`src/rtl/wb_arbiter_2m.sv`:
```
// Two-master Wishbone B3 arbiter onto a single slave port. Round-robin grant held for the
// owner's whole cyc, with a per-access watchdog that terminates stalled cycles with an error.
module wb_arbiter_2m #(
    parameter int unsigned data_width = 32,
    parameter int unsigned addr_width = 32,
    parameter int unsigned timeout    = 16
) (
    input  logic                  clk_i,
    input  logic                  rst_i,

    input  logic [data_width-1:0] m0_dat_i,
    output logic [data_width-1:0] m0_dat_o,
    input  logic [addr_width-1:0] m0_adr_i,
    input  logic                  m0_we_i,
    input  logic                  m0_cyc_i,
    input  logic                  m0_stb_i,
    input  logic [3:0]            m0_sel_i,
    input  logic [2:0]            m0_cti_i,
    output logic                  m0_ack_o,
    output logic                  m0_err_o,

    input  logic [data_width-1:0] m1_dat_i,
    output logic [data_width-1:0] m1_dat_o,
    input  logic [addr_width-1:0] m1_adr_i,
    input  logic                  m1_we_i,
    input  logic                  m1_cyc_i,
    input  logic                  m1_stb_i,
    input  logic [3:0]            m1_sel_i,
    input  logic [2:0]            m1_cti_i,
    output logic                  m1_ack_o,
    output logic                  m1_err_o,

    output logic [data_width-1:0] s_dat_o,
    output logic [addr_width-1:0] s_adr_o,
    output logic                  s_we_o,
    output logic [3:0]            s_sel_o,
    output logic [2:0]            s_cti_o,
    output logic                  s_cyc_o,
    output logic                  s_stb_o,
    input  logic [data_width-1:0] s_dat_i,
    input  logic                  s_ack_i
);

    typedef enum logic [1:0] {StIdle, StGnt0, StGnt1} state_e;

    localparam logic [7:0] WdLimit = 8'(timeout - 1);

    state_e     state_q, state_d;
    logic       last_q, last_d;
    logic [7:0] wd_cnt_q, wd_cnt_d;
    logic       err_q, err_d;
    logic       stb_sel;
    logic       stall;

    // State register
    always_ff @(posedge clk_i or posedge rst_i) begin
        if (rst_i) begin
            state_q <= StIdle;
            last_q  <= 1'b1;
        end else begin
            state_q <= state_d;
            last_q  <= last_d;
        end
    end

    // Next-state logic
    always_comb begin
        state_d = state_q;
        unique case (state_q)
            StIdle: begin
                if (m0_cyc_i && m1_cyc_i) begin
                    state_d = last_q ? StGnt0 : StGnt1;
                end else if (m0_cyc_i) begin
                    state_d = StGnt0;
                end else if (m1_cyc_i) begin
                    state_d = StGnt1;
                end
            end
            StGnt0: begin
                if (!m0_cyc_i) begin
                    state_d = m1_cyc_i ? StGnt1 : StIdle;
                end
            end
            StGnt1: begin
                if (!m1_cyc_i) begin
                    state_d = m0_cyc_i ? StGnt0 : StIdle;
                end
            end
            default: state_d = StIdle;
        endcase
    end

    always_comb begin
        last_d = last_q;
        if (state_d != state_q) begin
            if (state_d == StGnt0) begin
                last_d = 1'b0;
            end else if (state_d == StGnt1) begin
                last_d = 1'b1;
            end
        end
    end

    // Output logic: slave-side mux and master-side gating
    always_comb begin
        s_dat_o = m0_dat_i;
        s_adr_o = m0_adr_i;
        s_we_o  = m0_we_i;
        s_sel_o = m0_sel_i;
        s_cti_o = 3'b000;
        s_cyc_o = 1'b0;
        stb_sel = 1'b0;
        unique case (state_q)
            StGnt0: begin
                s_cti_o = m0_cti_i;
                s_cyc_o = m0_cyc_i;
                stb_sel = m0_stb_i;
            end
            StGnt1: begin
                s_dat_o = m1_dat_i;
                s_adr_o = m1_adr_i;
                s_we_o  = m1_we_i;
                s_sel_o = m1_sel_i;
                s_cti_o = m1_cti_i;
                s_cyc_o = m1_cyc_i;
                stb_sel = m1_stb_i;
            end
            default: ;
        endcase
        // The error cycle terminates the access, so the slave must not see a strobe then.
        s_stb_o  = stb_sel & ~err_q;
        m0_ack_o = s_ack_i & (state_q == StGnt0) & ~err_q;
        m1_ack_o = s_ack_i & (state_q == StGnt1) & ~err_q;
        m0_err_o = err_q & (state_q == StGnt0);
        m1_err_o = err_q & (state_q == StGnt1);
    end

    assign m0_dat_o = s_dat_i;
    assign m1_dat_o = s_dat_i;

    // Watchdog: a grant change or an owner dropping cyc pre-empts a pending error.
    assign stall = s_stb_o & ~s_ack_i & (state_d == state_q);

    always_comb begin
        wd_cnt_d = 8'd0;
        err_d    = 1'b0;
        if (stall) begin
            if (wd_cnt_q == WdLimit) begin
                err_d = 1'b1;
            end else begin
                wd_cnt_d = wd_cnt_q + 8'd1;
            end
        end
    end

    always_ff @(posedge clk_i or posedge rst_i) begin
        if (rst_i) begin
            wd_cnt_q <= 8'd0;
            err_q    <= 1'b0;
        end else begin
            wd_cnt_q <= wd_cnt_d;
            err_q    <= err_d;
        end
    end

endmodule

```
`config.mk`:
```
export PLATFORM = sky130hd
export DESIGN_NAME = wb_arbiter_2m
export DESIGN_NICKNAME = d
export VERILOG_FILES = /design/src/rtl/wb_arbiter_2m.sv
export SDC_FILE = /design/constraint.sdc
export NUM_CORES = 1
export LEC_CHECK = 0
export ABC_AREA = 1
export BUFFER_PORTS_ARGS = -buffer_cell sky130_fd_sc_hd__buf_2
export CELL_PAD_IN_SITES_DETAIL_PLACEMENT = 0
export CELL_PAD_IN_SITES_GLOBAL_PLACEMENT = 2
export CORE_MARGIN = 2
export CORE_UTILIZATION = 11
export DETAILED_ROUTE_END_ITERATION = 7
export PLACE_DENSITY_LB_ADDON = 0.1
export SYNTH_ARGS = -nofsm -noshare
export SYNTH_HDL_FRONTEND = slang
export SYNTH_SLANG_ARGS = --single-unit
```
`constraint.sdc`:
```
create_clock -name clk_i -period 2.04 [get_ports clk_i]
set_clock_uncertainty 0.1 [all_clocks]
set_input_delay 0.408 -clock clk_i [delete_from_list [all_inputs] [get_ports clk_i]]
set_output_delay 0.408 -clock clk_i [all_outputs]
set_load 0.03 [all_outputs]
```
==> reports/metrics.cfg <==
[critical_path]
worstSetupPathType=reg2out
slowest_delay_ps=450
worstSetupStartpointType=register
cp_cell_sequence=ha_4, buf_12, inv_16, clkbuf_16, nand2_1, nand2_1, buf_6
crit_fanout=8
r2r-start=state_q[1]
crit_family=buffers and inverters
crit_top_cell=nand2_1
worst-path-buf-inv=4
reg2reg_slack_ps=140
reg2reg_to=last_q
end_kind=primary output
crit_arrival_ps=1560
critPathSlowestCell=dfrtp_2
cp.required_ps=1530
ff2ff_path_depth=14

[synthesis]
async_flop_share_pct=100
seq_area_frac_synth_pct=13.8
synth.largest_area_cell=nand2_1
synth_seq_cells=12
syn-instance-count=407
synth_flop_cell=dfrtp_1
synth_edf_count=0
yosysUniqueCellTypes=24
syn_avg_cell_area_sq_um=5.37
yosys_warnings=0
syn_nets=597
synth_top_area_share_pct=42.0
synthTopCellsByArea=nand2_1 42%, buf_4 22%, dfrtp_1 13%
syn-cell-area_sq_um=2190

[timing]
setup-violations-final=19
fmax_mhz=485
timing.slew.headroom_pct=66.5
fin_crit_sh_pct=101
grt_setup_unrepaired=yes
tightest_slew_ps=502
tns_ps=-147
hold_viol=0
slew_viol_final=0
hold_ws_ps=83.8
fin_ws_ps=-23.6
period_needed_ps=2060

[final_layout]
area_growth_pct=95.1
fin_util_pct=21.9
layout-drive-gt1-share_pct=50.8
antenna_cells=0
nNetsFinal=782

[power]
max-vdd-ir-drop_mv=0.337
p_leak_nw=2.40
powerDensity_nw_per_um2=1320

[floorplanning]
ioPinCount=325
num_rows=51
start_util_pct=11.2
die_w_um=145
die-area_sq_um=21000
coreArea_sq_um=19500
die_y_um=145

[run_status]
violations=setup timing
run_status=complete, but fails checks

[grt]
grt_usage_pct=9.99
gr-total-overflow=0
grt_pass1_vias=2777
grt_first_pass_wirelength_um=16600
antenna_found_initial=0
grt_max_degree=33

[routing]
drt_pass1_iterations=4
drt-initial-drc-count=77
drc=0
viasPerCell=3.45
wl_um=11800
post_drt_wl_per_cell_um=13.8
ant_nets=0
vias=2953

[cts]
cts_buffer_depth=2
cts_buffers=3
cts_hold_buf=0
clk_pin_slew_ps=50
htree_levels=1
cts_sinks=12
clk_latency_ps=240
cts_tree=yes
cts_root_buf=clkbuf_16

[placed_design]
gp_congestion=0.771
portBuffers=228
hpwl_um=9190
place_ws_ps=-0.950

[worst_hold_path]
hold_path_class=in2async

[run]
maxCapViolations=0

## what timing repair did
action | in CTS | in global routing
endpoints found under the hold margin | 0 | 0
buffers inserted | 5 | 1
pin swaps | 1 | 11
endpoints found under the setup margin | 76 | 85
gates resized for setup | 119 | 83
gates cloned | 1 | 6
## Yosys cell counts, types with 2 or more instances
library cell and count:
inv_1 18, dfrtp_1 11, xor2_1 3, buf_2 8, clkbuf_1 6, nor2_1 16
a21oi_1 4, nand3_1 10, ha_1 7, buf_4 64, nand3b_1 2, nand2_1 245
nand2_2 2
## routing by layer
metal,vias to the layer above,GRT usage (%),part of all wire (%)
li1,1528,-,-
met1,1282,10.3,36
met2,117,20.1,55
met3,26,1.70,5.9
met4,0,3.22,2.5
met5,-,0,0
## power breakdown
| part | leakage [nW] | switching [W] | internal, W |
|---|---|---|---|
| combinational | 2.19 | 0.00278 | 0.00212 |
| sequential | 0.161 | 0.0000324 | 0.000279 |
| clock | 0.0442 | 0.000111 | 0.000297 |
## metrics by stage
step / cell area (sq um) / power (W) / cells
5_1_grt: 4270 / 0.00601 / 856
2_1_floorplan: 2210 / 0.00276 / 407
4_1_cts: 3830 / 0.00496 / 849
6_report: 4270 / 0.00562 / 856
3_3_place_gp: 3310 / 0.00382 / 839
3_5_place_dp: 3310 / 0.00379 / 839
## worst register-to-register path: cells and delay by family (launching register included)
family        cells  cell delay, ps
fa+ha+maj         2             450
buf+inv           4             330
flops             1             450
simple gates      8             510
## worst max-delay path by stage
stage	startpoint	to	slack (ps)	depth (start not counted)
floorplan	state_q[0]	s_cti_o[2]	-30	6
global placement	state_q[1]	s_stb_o	30	5
detailed placement	state_q[0]	s_cti_o[2]	-0.9	6
CTS	state_q[1]	s_stb_o	-20	5
global route	state_q[1]	s_dat_o[25]	-80	7
finish	state_q[1]	s_adr_o[10]	-20	7
## cell families (layout without fill, tap and decap cells)
logic type	Yosys count	count (layout)	synth area share, %
AO/OA/AOI/OAI	6	6	2.06
XOR/XNOR	4	4	1.60
adder cells (fa/ha/maj)	7	7	4.00
buffers and inverters	99	282	28.4
flip-flops	12	12	13.8
AND/OR/NAND/NOR	279	280	50.1
## state kept, by name (all words and copies together), names as in the netlist
| signal | count |
|---|---|
| err_q | 1 |
| wd_cnt_q | 8 |
| state_q | 2 |
| last_q | 1 |
## cell usage in the layout (no fill, tap or decap), types with 7 or more instances in the layout
master / instances
dfrtp_1: 10
clkbuf_16: 7
buf_2: 154
nand2_2: 9
buf_4: 13
nand2_1: 236
buf_6: 80
inv_1: 13
nand3_1: 8
nor2_1: 12
## final cells by class
type / count / area [sq um]
Sequential cell: 12 / 303
Fill cell: 2237 / 15200
Clock buffer: 4 / 88.8
Multi-Input combinational cell: 297 / 1430
Tap cell: 265 / 332
Inverter: 20 / 96.3
Timing Repair Buffer: 258 / 2020
(Power assumes the default switching activity.)
